$ cat config.mk
export PLATFORM = sky130hd
export DESIGN_NAME = freq_meter
export DESIGN_NICKNAME = d
export VERILOG_FILES = /design/src/rtl/freq_meter_pkg.sv /design/src/rtl/sync_rise_detect.sv /design/src/rtl/freq_meter.sv
export SDC_FILE = /design/constraint.sdc
export NUM_CORES = 1
export LEC_CHECK = 0
export ABC_AREA = 1
export BUFFER_PORTS_ARGS = -buffer_cell sky130_fd_sc_hd__buf_2
export CAP_MARGIN = 15
export CORE_ASPECT_RATIO = 1.75
export CORE_MARGIN = 5
export CORE_UTILIZATION = 65
export DETAILED_ROUTE_END_ITERATION = 10
export GPL_TIMING_DRIVEN = 0
export PLACE_DENSITY = 0.85
export SETUP_SLACK_MARGIN = 0.02
export SLEW_MARGIN = 25
export SYNTH_ARGS = -nofsm -noshare
export SYNTH_HDL_FRONTEND = slang
export SYNTH_SLANG_ARGS = --single-unit
$ cat constraint.sdc
create_clock -name clk -period 6.8 [get_ports clk]
set_input_delay 1.02 -clock clk [delete_from_list [all_inputs] [get_ports clk]]
set_output_delay 1.02 -clock clk [all_outputs]
set_load 0.02 [all_outputs]
$ cat src/rtl/freq_meter_pkg.sv
`default_nettype none
// ============================================================================
//  Module      : freq_meter_pkg
//  Description : Shared constants and helpers for the frequency meter and
//                the clock-divider top levels.
//  Revision    : 1.0 - initial release
// ============================================================================
package freq_meter_pkg;

   // Board clock frequency in Hz
   localparam int CLK_HZ = 100_000_000;

   // One-second gate window at the board clock rate
   localparam int DEFAULT_GATE_CYCLES = CLK_HZ;

   // Period-measurement states
   typedef enum logic [0:0] {
      ST_IDLE  = 1'b0,
      ST_ARMED = 1'b1
   } period_state_t;

   // Bits needed to hold the values 0..n-1 (never less than one bit)
   function automatic int cnt_width(input int n);
      int w;
      w = 1;
      while ((longint'(1) << w) < longint'(n)) begin
         w++;
      end
      return w;
   endfunction

endpackage
`default_nettype wire

$ cat src/rtl/sync_rise_detect.sv
`default_nettype none
// ============================================================================
//  Module      : sync_rise_detect
//  Description : Multi-flop synchronizer for an asynchronous input followed
//                by a history flop; emits a one-cycle pulse per rising edge.
//  Revision    : 1.0 - initial release
// ============================================================================
module sync_rise_detect #(
   parameter int SYNC_STAGES = 2
) (
   input  logic clk,
   input  logic rst,
   input  logic async_in,
   output logic rise
);

   logic [SYNC_STAGES-1:0] sync_ff;
   logic                   history;

   // Shift the input through the synchronizer, then keep one cycle of history
   always_ff @(posedge clk or posedge rst) begin
      if (rst) begin
         sync_ff <= '0;
         history <= 1'b0;
      end else begin
         sync_ff <= {sync_ff[SYNC_STAGES-2:0], async_in};
         history <= sync_ff[SYNC_STAGES-1];
      end
   end

   assign rise = sync_ff[SYNC_STAGES-1] & ~history;

endmodule
`default_nettype wire

$ cat src/rtl/freq_meter.sv
`default_nettype none
// ============================================================================
//  Module      : freq_meter
//  Description : Measures a slow external signal: rising edges per gate
//                window (saturating, with overflow flag) and the period of
//                the last cycle in clk cycles (with no-edge timeout).
//  Revision    : 1.0 - initial release
// ============================================================================
module freq_meter
   import freq_meter_pkg::*;
#(
   parameter int GATE_CYCLES = DEFAULT_GATE_CYCLES,
   parameter int COUNT_W     = 16,
   parameter int PERIOD_W    = 24,
   parameter int SYNC_STAGES = 2
) (
   input  logic                clk,
   input  logic                rst,
   input  logic                sig_in,
   output logic [COUNT_W-1:0]  freq_count,
   output logic                freq_valid,
   output logic                freq_ovf,
   output logic [PERIOD_W-1:0] period_out,
   output logic                period_valid,
   output logic                period_timeout
);

   localparam int                  GATE_W     = cnt_width(GATE_CYCLES);
   localparam logic [GATE_W-1:0]   GATE_LAST  = GATE_W'(GATE_CYCLES - 1);
   localparam logic [COUNT_W-1:0]  COUNT_MAX  = '1;
   // Last pcnt value before the period counter would run out of range
   localparam logic [PERIOD_W-1:0] PCNT_LIMIT = {{(PERIOD_W-1){1'b1}}, 1'b0};

   logic                rise;
   logic                gate_tc;
   logic                edge_at_max;
   logic [GATE_W-1:0]   gate_cnt;
   logic [COUNT_W-1:0]  edge_cnt;
   logic                edge_ovf;
   period_state_t       state;
   logic [PERIOD_W-1:0] pcnt;

   sync_rise_detect #(
      .SYNC_STAGES (SYNC_STAGES)
   ) u_sync_rise (
      .clk      (clk),
      .rst      (rst),
      .async_in (sig_in),
      .rise     (rise)
   );

   assign gate_tc     = (gate_cnt == GATE_LAST);
   assign edge_at_max = (edge_cnt == COUNT_MAX);

   // Free-running gate counter defining back-to-back measurement windows
   always_ff @(posedge clk or posedge rst) begin
      if (rst) begin
         gate_cnt <= '0;
      end else if (gate_tc) begin
         gate_cnt <= '0;
      end else begin
         gate_cnt <= gate_cnt + 1'b1;
      end
   end

   // Edge counting; a rise in the terminal cycle is folded into the closing window
   always_ff @(posedge clk or posedge rst) begin
      if (rst) begin
         edge_cnt   <= '0;
         edge_ovf   <= 1'b0;
         freq_count <= '0;
         freq_ovf   <= 1'b0;
         freq_valid <= 1'b0;
      end else begin
         freq_valid <= gate_tc;
         if (gate_tc) begin
            freq_count <= (rise && !edge_at_max) ? edge_cnt + 1'b1 : edge_cnt;
            freq_ovf   <= edge_ovf | (rise & edge_at_max);
            edge_cnt   <= '0;
            edge_ovf   <= 1'b0;
         end else if (rise) begin
            if (edge_at_max) begin
               edge_ovf <= 1'b1;
            end else begin
               edge_cnt <= edge_cnt + 1'b1;
            end
         end
      end
   end

   // Period FSM: first rise arms the counter, each later rise reports a period
   always_ff @(posedge clk or posedge rst) begin
      if (rst) begin
         state          <= ST_IDLE;
         pcnt           <= '0;
         period_out     <= '0;
         period_valid   <= 1'b0;
         period_timeout <= 1'b0;
      end else begin
         period_valid <= 1'b0;
         case (state)
            ST_IDLE: begin
               if (rise) begin
                  pcnt           <= '0;
                  period_timeout <= 1'b0;
                  state          <= ST_ARMED;
               end
            end
            ST_ARMED: begin
               if (rise) begin
                  period_out   <= pcnt + 1'b1;
                  period_valid <= 1'b1;
                  pcnt         <= '0;
               end else if (pcnt == PCNT_LIMIT) begin
                  period_timeout <= 1'b1;
                  state          <= ST_IDLE;
               end else begin
                  pcnt <= pcnt + 1'b1;
               end
            end
            default: begin
               state <= ST_IDLE;
            end
         endcase
      end
   end

endmodule
`default_nettype wire

Word-level counts from Yosys, hierarchy flattened

Index checks and enable logic that the tools add are counted.

Bits of input ports: 3
Register bits after elaboration: 116
Word-level logic and storage cells: 59

Bitwise operators: 5
Reductions and logical operators: 9
Equality and inequality tests: 8
Add/subtract/negate cells: 3
Mux-type cells: 21

Operator list:

| operator                | count |
|---|---|
| $mux W24                | 3 |
| $mux W16                | 4 |
| $pmux W24 S2            | 1 |
| $add A27 B1 Y27 const B | 1 |
| $eq A27 B27 Y1 const B  | 1 |
| $mux W27                | 1 |
| $add A24 B1 Y24 const B | 1 |
| $eq A24 B24 Y1 const B  | 1 |
| $add A16 B1 Y16 const B | 1 |
| $eq A16 B16 Y1 const B  | 1 |
| $mux W1                 | 10 |
| $reduce_and A2 Y1       | 4 |
| $ne A2 B2 Y1 const B    | 3 |
| $pmux W1 S2             | 2 |
| $reduce_bool A2 Y1      | 2 |
| $ne A3 B3 Y1 const B    | 1 |
| $reduce_and A3 Y1       | 1 |
| $and A1 B1 Y1           | 2 |
| $ne A2 B1 Y1 const B    | 1 |
| $not A1 Y1              | 2 |
| $logic_and A1 B1 Y1     | 1 |
| $logic_not A1 Y1        | 1 |
| $or A1 B1 Y1            | 1 |

Longest topological paths before layout

Gate-level depths: netlist of the first run.

Depth in word-level cells: 4
Depth in mapped cells: 11
Gate-level depth less buffers: 11

By module

Synthesis of the first run repeated with hierarchy kept, for this count alone.

Cells, all modules: 796
Area total of the unflattened synthesis: 6075.8 um^2

By module, submodules not included:

| module           | area an instance (um^2) | instances | seq. area each (um^2) | cells each |
|---|---|---|---|---|
| freq_meter       | 5987.0                  | 1         | 2827.7                | 790 |
| sync_rise_detect | 88.8                    | 1         | 75.1                  | 6 |

Worst setup path after synthesis of the first run

OpenSTA, ideal clock, no wires.

Path type: register to register
Start point: register edge_cnt[0]
End point: register freq_count[0]
Data required time: 6.668 ns
Path buffers: 1
Path slack: 5.211 ns
Arrival: 1.457 ns
Stages on the path, launching flop included: 11
Library setup time: 0.132 ns
Period minus slack after synthesis: 1.589 ns
Cell sequence: dfrtp_1 ha_1 nand2_1 nor2_1 nand2_1 nor2_2 nor2_2 buf_4 nand2_1 nand2_1 o21ai_0

Word-level cells in the longest chain between the ends: 4
Elaborated cells between the ends (all ways): 5
Classes of those cells: 1 x add/sub; 1 x eq/ne; 1 x mux; 2 x reduce/logical

RTL lines:

| what                                                    | RTL line         | RTL |
|---|---|---|
| start, declared                                         | freq_meter.sv:38 | `logic [COUNT_W-1:0] edge_cnt;` |
| start signal, assigned                                  | freq_meter.sv:85 | `edge_cnt <= edge_cnt + 1'b1;` |
| branches (longest 3 deep; another with $add A16 B1 Y16) | n/a              |  |
| $mux W16 (*)                                            | freq_meter.sv:77 | `freq_count <= (rise && !edge_at_max) ? edge_cnt + 1'b1 : edge_cnt;` |
| end signal, assigned                                    | freq_meter.sv:77 |  |
| end, declared                                           | freq_meter.sv:20 | `output logic [COUNT_W-1:0] freq_count,` |

Mark *: on every way between the ends.
A chain may end at the register's enable or synchronous reset.

Worst setup path in the final report of the first run

Start point: register edge_cnt[0]
End point: register freq_count[15]

The elaborated chain is that of the path after synthesis.

==> results, run 1 <==
- The final net count is 864.
- The kind of cell adding the most delay to the critical path is simple AND/OR/NAND/NOR gates.
- The slew of the pin with the lowest slew margin is 578 ps.
- The H-tree depth is 4.
- Setup repair after global routing left no endpoint under its margin.
- The total of flip-flops plus latches after synthesis is 116.
- The cell sitting at the root of the clock tree is a clkbuf_16.
- The global router's overall resource usage is 0.277.
- Setup slack closes at 4700 ps.
- The startpoint identified for the worst register-to-register timing path is edge_cnt[0].
- The worst-case register-to-register setup slack is 4700 ps.
- The number of gates resized after CTS was 0.
- The smallest hold slack is 348 ps.
- The synthesized design contains 0 enable-type register cells.
- The worst voltage drop across the vdd grid is 208 uV.
- The longest individual stage delay on the worst path is 510 ps.
- The final hold violation count is 0.
- The initial antenna violation count is 0.
- The startpoint of the most critical hold path is u_sync_rise.sync_ff[0].
- The number of cell rows is 46.
- In the final routed layout, each cell accounts on average for 15.2 um.
- The count of routing violations after the opening detailed-route iteration is 385.
- The finished layout holds 990 standard cells, fillers aside.
- Synthesis handed over a netlist of 791 instances.
- The die outline width is 83 um.
- Input and output buffers added on the ports amount to 46.
- The later-pin clock latency in the skew report is 420 ps.
- The fraction of final layout cells sized beyond drive strength 1 is 0.136.
- For this design, the sink count on the clock tree is 116.
- The analysis attributes to net switching a power of 0.470 mW.
- The number of distinct library cell variants in the gate-level netlist after synthesis is 33.
- The remaining max-slew budget at the tightest pin is 0.611.
- The maximum fanout encountered on the critical timing path is 6.
- For the final database, setup skew stands at 7.76 ps.
- The die height is 138 um.
- After routing the design area is 0.00704 mm^2.
- The fraction of registers with async set/reset is 1.00.
- At the placement stage, the worst setup path has a slack of 4850 ps.
- The clock tree from TritonCTS is done.
- STA puts the critical path data required time at 7160 ps.
- The number of nets handed over by synthesis was 798.
- The critical path startpoint category is a flip-flop.
- The average cell area after synthesis is 7.66 um^2.
- The top-level port count is 47.
- The count of buffering cells on the critical path with inverters included is 0.
- Static timing analysis puts the maximum clock frequency at 0.477 GHz.
- Summing all placed instances gives a cell area of 0.00647 mm^2.
- The first-pass GRT wire length is 25000 um.
- The part of the Yosys area used for sequential elements is 0.479.
- Setup violations remaining at the end of the flow were counted as 0.
- For this run, the leading register cell type out of synthesis is dfrtp_1.
- The slowest stage of the critical path is the o21ai_0 cell.
- Routability-driven placement finished with a final weighted congestion of 0.938.
- STA classifies the critical path endpoint as a flip-flop.
- The leading cell type in the layout, fill and taps excluded is nand2_1.
- Of the total power, the clock network draws 0.478.
- The layout overhead on the synthesized area is 16.1%.
- Summed over all failing endpoints, the final setup total negative slack is 0 ps.
- Summed over all cells, the static leakage comes to 3.64 nW.
- The tool flagged a number of max-cap violations equal to 0.
- The final-layout fill cell count is 696.
- 0 antenna diodes ended up in the layout.
- The design draws 1.77 mW.
- Before antenna repair, the detailed router went through 5 iterations.
- Across all layers, the routed design uses 5398 vias.
- In this run, CTS created clock tree buffers numbering 17.
- The internal power is 1.30 mW.
- The full die area is 0.0114 mm^2.
- The beginning of the critical path is edge_cnt[0].
- The remaining number of nets flagged by the antenna check after routing is 0.
- Summed over all layers, the global routing overflow is 0.
- The number of max-slew violations in the final report is 0.
- The critical path goes through ha_1, nand2_1, nor2_1, nand2_1, o21ai_0, nand2_1, nand2_1, nand2_1, nand2_1.
- The per-cell via count in the routed design is 5.45.
- The kind of path behind the tightest hold check is reg -> reg.
- Of the total power, the share spent switching nets is 0.266.
- The sequential share of power is 0.428.
- For the worst setup path, the data arrival time is 2460 ps.
- The synthesized area is 0.00606 mm^2.
- Summed over all nets, the half-perimeter wirelength after detailed placement is 10700 um.
- The most frequent cell on the critical path is nand2_1.
- Measured on the finished design, the core utilization comes to 0.774.
- The count of placed standard cells including taps is 958.
- The power per cell area is 251 mW/mm^2.
- The post-detailed-route DRC marker count is 0.
- The clock period minus final worst setup slack is 2100 ps.
- The clock slew at the register clock pins of the worst setup and hold paths is 60 ps.
- For this configuration, the core starts out at a cell density of 0.667.
- Buffers inserted to repair hold after CTS numbered 0.
- Entering global routing, the biggest net connects 63 pins.
- In the layout the commonest cells are nand2_1, dfrtp_1, nor2_1.
- The deepest clock path buffer count is 2.
- The share of total power dissipated in combinational logic is 0.094.
- For this run, the number of Yosys warnings is 0.
- The number of setup buffers added after CTS is 0.
- The via count of the first global-routing pass came to 5548.
- The worst setup path is of the reg -> reg kind.
- For this block, the routed nets add up to 15000 um of wire.
- In this run the standard cell core region covers 0.00909 mm^2.
- The run finished with clean final reports.
- The ratio of final minimum period to clock period is 0.309.
-- cells in the mapped netlist (2+ instances only) --
master    number  area, um^2
nand2_1      290        1090
dfrtp_1      116        2900
nor2_1        93         349
inv_1         78         293
nand3_1       55         275
o21ai_0       27         135
xor2_1        21         184
xnor2_1       15         131
nand4_1       14        87.6
nor3_1        12        60.1
a21oi_1        9        45.0
o21ai_1        6        30.0
buf_4          5        37.5
buf_6          5        56.3
clkbuf_1       5        18.8
nand3b_1       5        37.5
ha_1           4        50.1
nand2_2        4        25.0
nor2_2         4        25.0
nor2_4         4        45.0
o21ai_2        4        35.0
and2_1         2        12.5
buf_2          2        10.0
or2_2          2        12.5
-- power by group through the flow --
stage	sequential (mW)	clock, mW	combinational, mW
finish	0.757	0.845	0.167
global route	0.762	0.880	0.190
CTS	0.757	0.848	0.169
detailed placement	0.766	0	0.168
global placement	0.765	0	0.158
floorplan	0.772	0	0.111
-- worst reg2reg max path, cell delays in order (launching register included) --
cell and delay, ps:
dfrtp_1 450, ha_1 300, nand2_1 80, nor2_1 100, nand2_1 140, o21ai_0 520
nand2_1 190, nand2_1 140, nand2_1 70, nand2_1 60
-- flip-flops by register name (all words and copies together), names as in the netlist --
register	flops
gate_cnt	27
pcnt	24
period_out	24
edge_cnt	16
freq_count	16
u_sync_rise.sync_ff	2
edge_ovf	1
freq_ovf	1
freq_valid	1
period_timeout	1
period_valid	1
state	1
u_sync_rise.history	1
-- area by class of cell --
class                      instances  area, um^2  share of cell area
sequential                       116        2900               0.412
multi-input combinational        578        2730               0.388
clock buffer                      20         457              0.0649
inverter                          80         308              0.0437
timing repair buffer              47         258              0.0366
tap                              120         150              0.0213
buffer                            17         123              0.0174
clock inverter                    12         108              0.0153
-- path summary, 6_finish.rpt --
check | end | depth (start not counted)
min | u_sync_rise.sync_ff[1] | 0
max reg2reg | freq_count[15] | 9
min reg2reg | u_sync_rise.sync_ff[1] | 0
min in group asynchronous | period_valid | 2
max in group asynchronous | gate_cnt[25] | 3
max | freq_count[15] | 9
-- cells by family after synthesis --
kind of cell,Yosys count,share of synthesized area
AND/OR/NAND/NOR,492,0.350
flip-flops,116,0.479
buffers and inverters,97,0.0702
AO/OA/AOI/OAI,46,0.0405
XOR/XNOR,36,0.0520
adder cells (fa/ha/maj),4,0.00826
-- layer usage --
metal  routed length, um  vias up  share of wire  global-route usage
met5                   0        -              0                   0
met4                 796        0          0.053               0.164
met3                 614       73          0.041              0.0646
met2                8300      172           0.55               0.525
met1                5300     2557           0.35               0.270
li1                    -     2596              -                   -
(Power assumes the default switching activity.)
==> run 2: changes to the inputs <==
- CORE_UTILIZATION: 65 -> 54
- PLACE_DENSITY: 0.85 -> 0.76
- clock period: 6.8 -> 1.9 ns (I/O delays scaled with it)
==> run 2 against run 1 <==
Power increased to 3.7 times the previous value. Final area increased by 4.8%. Global-route usage decreased by 3.8 points.
==> results, run 2 (same netlist as run 1, synthesis figures left out) <==
- The run finished with clean final reports.
- The die height is 150 um (+9.0%).
- The worst voltage drop across the vdd grid is 698 uV (+240%).
- Setup repair after global routing could not meet its margin everywhere.
- The number of detailed-route iterations in the first pass is 7 (+2).
- The layout overhead on the synthesized area is 21.7%.
- The post-detailed-route DRC marker count came to 0 (unchanged).
- The die outline width is 90.1 um (+8.5%).
- The maximum number of pins on one net before global-route repair is 32 (-49%).
- The global-route congestion overflow total is 0 (unchanged).
- The worst setup path is launched from a flip-flop.
- The count of input and output buffers is 46 (unchanged).
- The kind of critical path is reg -> reg.
- The via count of the first global-routing pass was 5551 (+0.054%).
- The total power came to 6.56 mW (+270%).
- The count of routing violations after the opening detailed-route iteration is 344 (-11%).
- The clock tree skew after final layout came to 10.2 ps (+2.46 ps).
- The final-layout fill cell count is 933 (+34%).
- The leading cell type in the layout, fill and taps excluded is nand2_1.
- The slew of the pin with the lowest slew margin is 461 ps (-117 ps).
- The deepest clock path buffer count came to 2 (unchanged).
- Counting flops per register, the top entry is gate_cnt.
- The final routed wire length divided by cell count is 15.1 um (-0.57%).
- The H-tree depth came to 4 (unchanged).
- The power per cell area is 889 mW/mm^2 (+250%).
- The timing-limited maximum frequency was 0.540 GHz (+13%).
- The top cell types in the final layout, fill and taps aside, are nand2_1, dfrtp_1, nor2_1.
- The per-cell via count in the routed design is 5.30 (-2.8%).
- TritonCTS built the clock tree.
- The worst-case register-to-register setup slack came to 50 ps (-4650 ps).
- The clock slew at the register clock pins of the worst setup and hold paths is 60 ps (about the same).
- The final hold violation count is 0 (unchanged).
- The ratio of final minimum period to clock period was 0.975 (+0.666).
- The post-layout instance area is 0.00738 mm^2 (+4.8%).
- The initial antenna violation count is 0 (unchanged).
- The kind of path behind the tightest hold check is in -> async.
- The number of cell rows came to 51 (+11%).
- The global router's overall resource usage was 0.239 (-0.0381).
- The later-pin clock latency in the skew report came to 420 ps (about the same).
- The fraction of final layout cells sized beyond drive strength 1 came to 0.175 (+0.0389).
- The remaining number of nets flagged by the antenna check after routing is 0 (unchanged).
- The worst endpoint data arrival time is 2160 ps (-300 ps).
- The full die area came to 0.0135 mm^2 (+18%).
- The diode insertion count for antenna repair was 0 (unchanged).
- The leakage power of the design is 3.77 nW (+3.4%).
- The first-pass GRT wire length is 25800 um (+3.0%).
- The top-level port count came to 47 (unchanged).
- The via count is 5406 (+0.15%).
- The max-cap check violation count is 0 (unchanged).
- The number of buffers created by CTS is 17 (unchanged).
- The maximum fanout encountered on the critical timing path came to 10 (+4).
- In the final layout, the registers with the most flip-flops are gate_cnt (27), pcnt (24), period_out (24).
- The placeable core area is 0.0110 mm^2 (+21%).
- The required time of the worst setup path is 2200 ps (-4960 ps).
- The final setup violation count was 0 (unchanged).
- The remaining max-slew budget at the tightest pin is 0.693 (+0.0819).
- The clock period minus final worst setup slack is 1850 ps (-246 ps).
- The number of max-slew violations in the final report is 0 (unchanged).
- The detailed-route wire length is 15400 um (+2.4%).
- The flip-flop count of the largest register after layout is 27 (unchanged).
- Tracing the worst setup path back leads to its startpoint at pcnt[2].
- The standard cell area after detailed placement was 0.00655 mm^2 (+1.1%).
- The final net count was 882 (+2.1%).
- The placer congestion estimate was 0.900 (-4.0%).
- CTS placed an instance of clkbuf_16 at the clock tree root.
- The half-perimeter wire length of the detailed placement result came to 11300 um (+5.5%).
- The type of element capturing the critical path is a flip-flop.
- The TritonCTS sink count is 116 (unchanged).
- The starting utilization of the core area is 0.549 (-0.117).
- The startpoint identified for the worst register-to-register timing path is pcnt[2].
==> run 2: changes by cell type in the layout (fill, tap and decap cells not counted), moves of 4 or more <==
cell	delta
dfrtp_1	-4
nor2_1	-4
buf_12	+4
buf_4	+9
nor2_4	+4
dfrtp_2	+4
==> run 2: metrics by stage <==
step / TNS, ps / instances / utilization / hold WS [ps] / worst slack [ps]
finish: 0 / 1020 / 0.668 / 339 / 48.3
global route: -125 / 1020 / 0.668 / 348 / -38.7
CTS: 0 / 1009 / 0.652 / 337 / 10.4
detailed placement: -1210 / 973 / 0.593 / 233 / -125
global placement: -58460 / 969 / 0.585 / 337 / -504
floorplan: 0 / 791 / - / 316 / 202
==> run 2: area by class of cell <==
type / instances / area, um^2 / share of cell area
clock inverter: 14 / 155 / 0.0210
inverter: 80 / 307 / 0.0415
clock buffer: 18 / 429 / 0.0582
timing repair buffer: 65 / 448 / 0.0607
tap: 132 / 165 / 0.0224
multi-input combinational: 578 / 2830 / 0.383
sequential: 116 / 2910 / 0.394
buffer: 17 / 138 / 0.0187
==> run 2: layer usage <==
metal / vias up / share of wire / GRT usage
met4: 0 / 0.065 / 0.156
li1: 2640 / - / -
met5: - / 0 / 0
met1: 2526 / 0.36 / 0.245
met3: 76 / 0.039 / 0.0550
met2: 164 / 0.54 / 0.430
==> run 2: critical path, cell delays in order (launching register included) <==
cell	delay, ps
dfrtp_1	510
nand2_1	170
nor2_2	210
nand3_1	100
or2_4	270
nand3_4	120
inv_4	70
buf_8	140
nand2_1	70
nand2_1	70
==> run 2: worst paths after layout <==
path / end / depth (start not counted)
max: pcnt[13] / 9
min: period_out[23] / 3
max reg2reg: pcnt[13] / 9
min reg2reg: u_sync_rise.sync_ff[1] / 0
max in group asynchronous: edge_cnt[1] / 5
min in group clk: u_sync_rise.sync_ff[1] / 0
==> run 2: power breakdown <==
part | internal [mW] | leakage (nW) | total [mW] | switching [mW]
combinational | 0.251 | 1.92 | 0.655 | 0.403
sequential | 2.59 | 1.57 | 2.73 | 0.134
clock | 1.94 | 0.281 | 3.17 | 1.23
==> run 2: repair_timing <==
| action | CTS | global route |
|---|---|---|
| endpoints found under the hold margin | 7 | 0 |
| pin swaps | 1 | 5 |
| setup buffers | 2 | 11 |
| hold buffers | 2 | 0 |
| resized for setup | 11 | 24 |
| setup endpoints to repair | 42 | 75 |
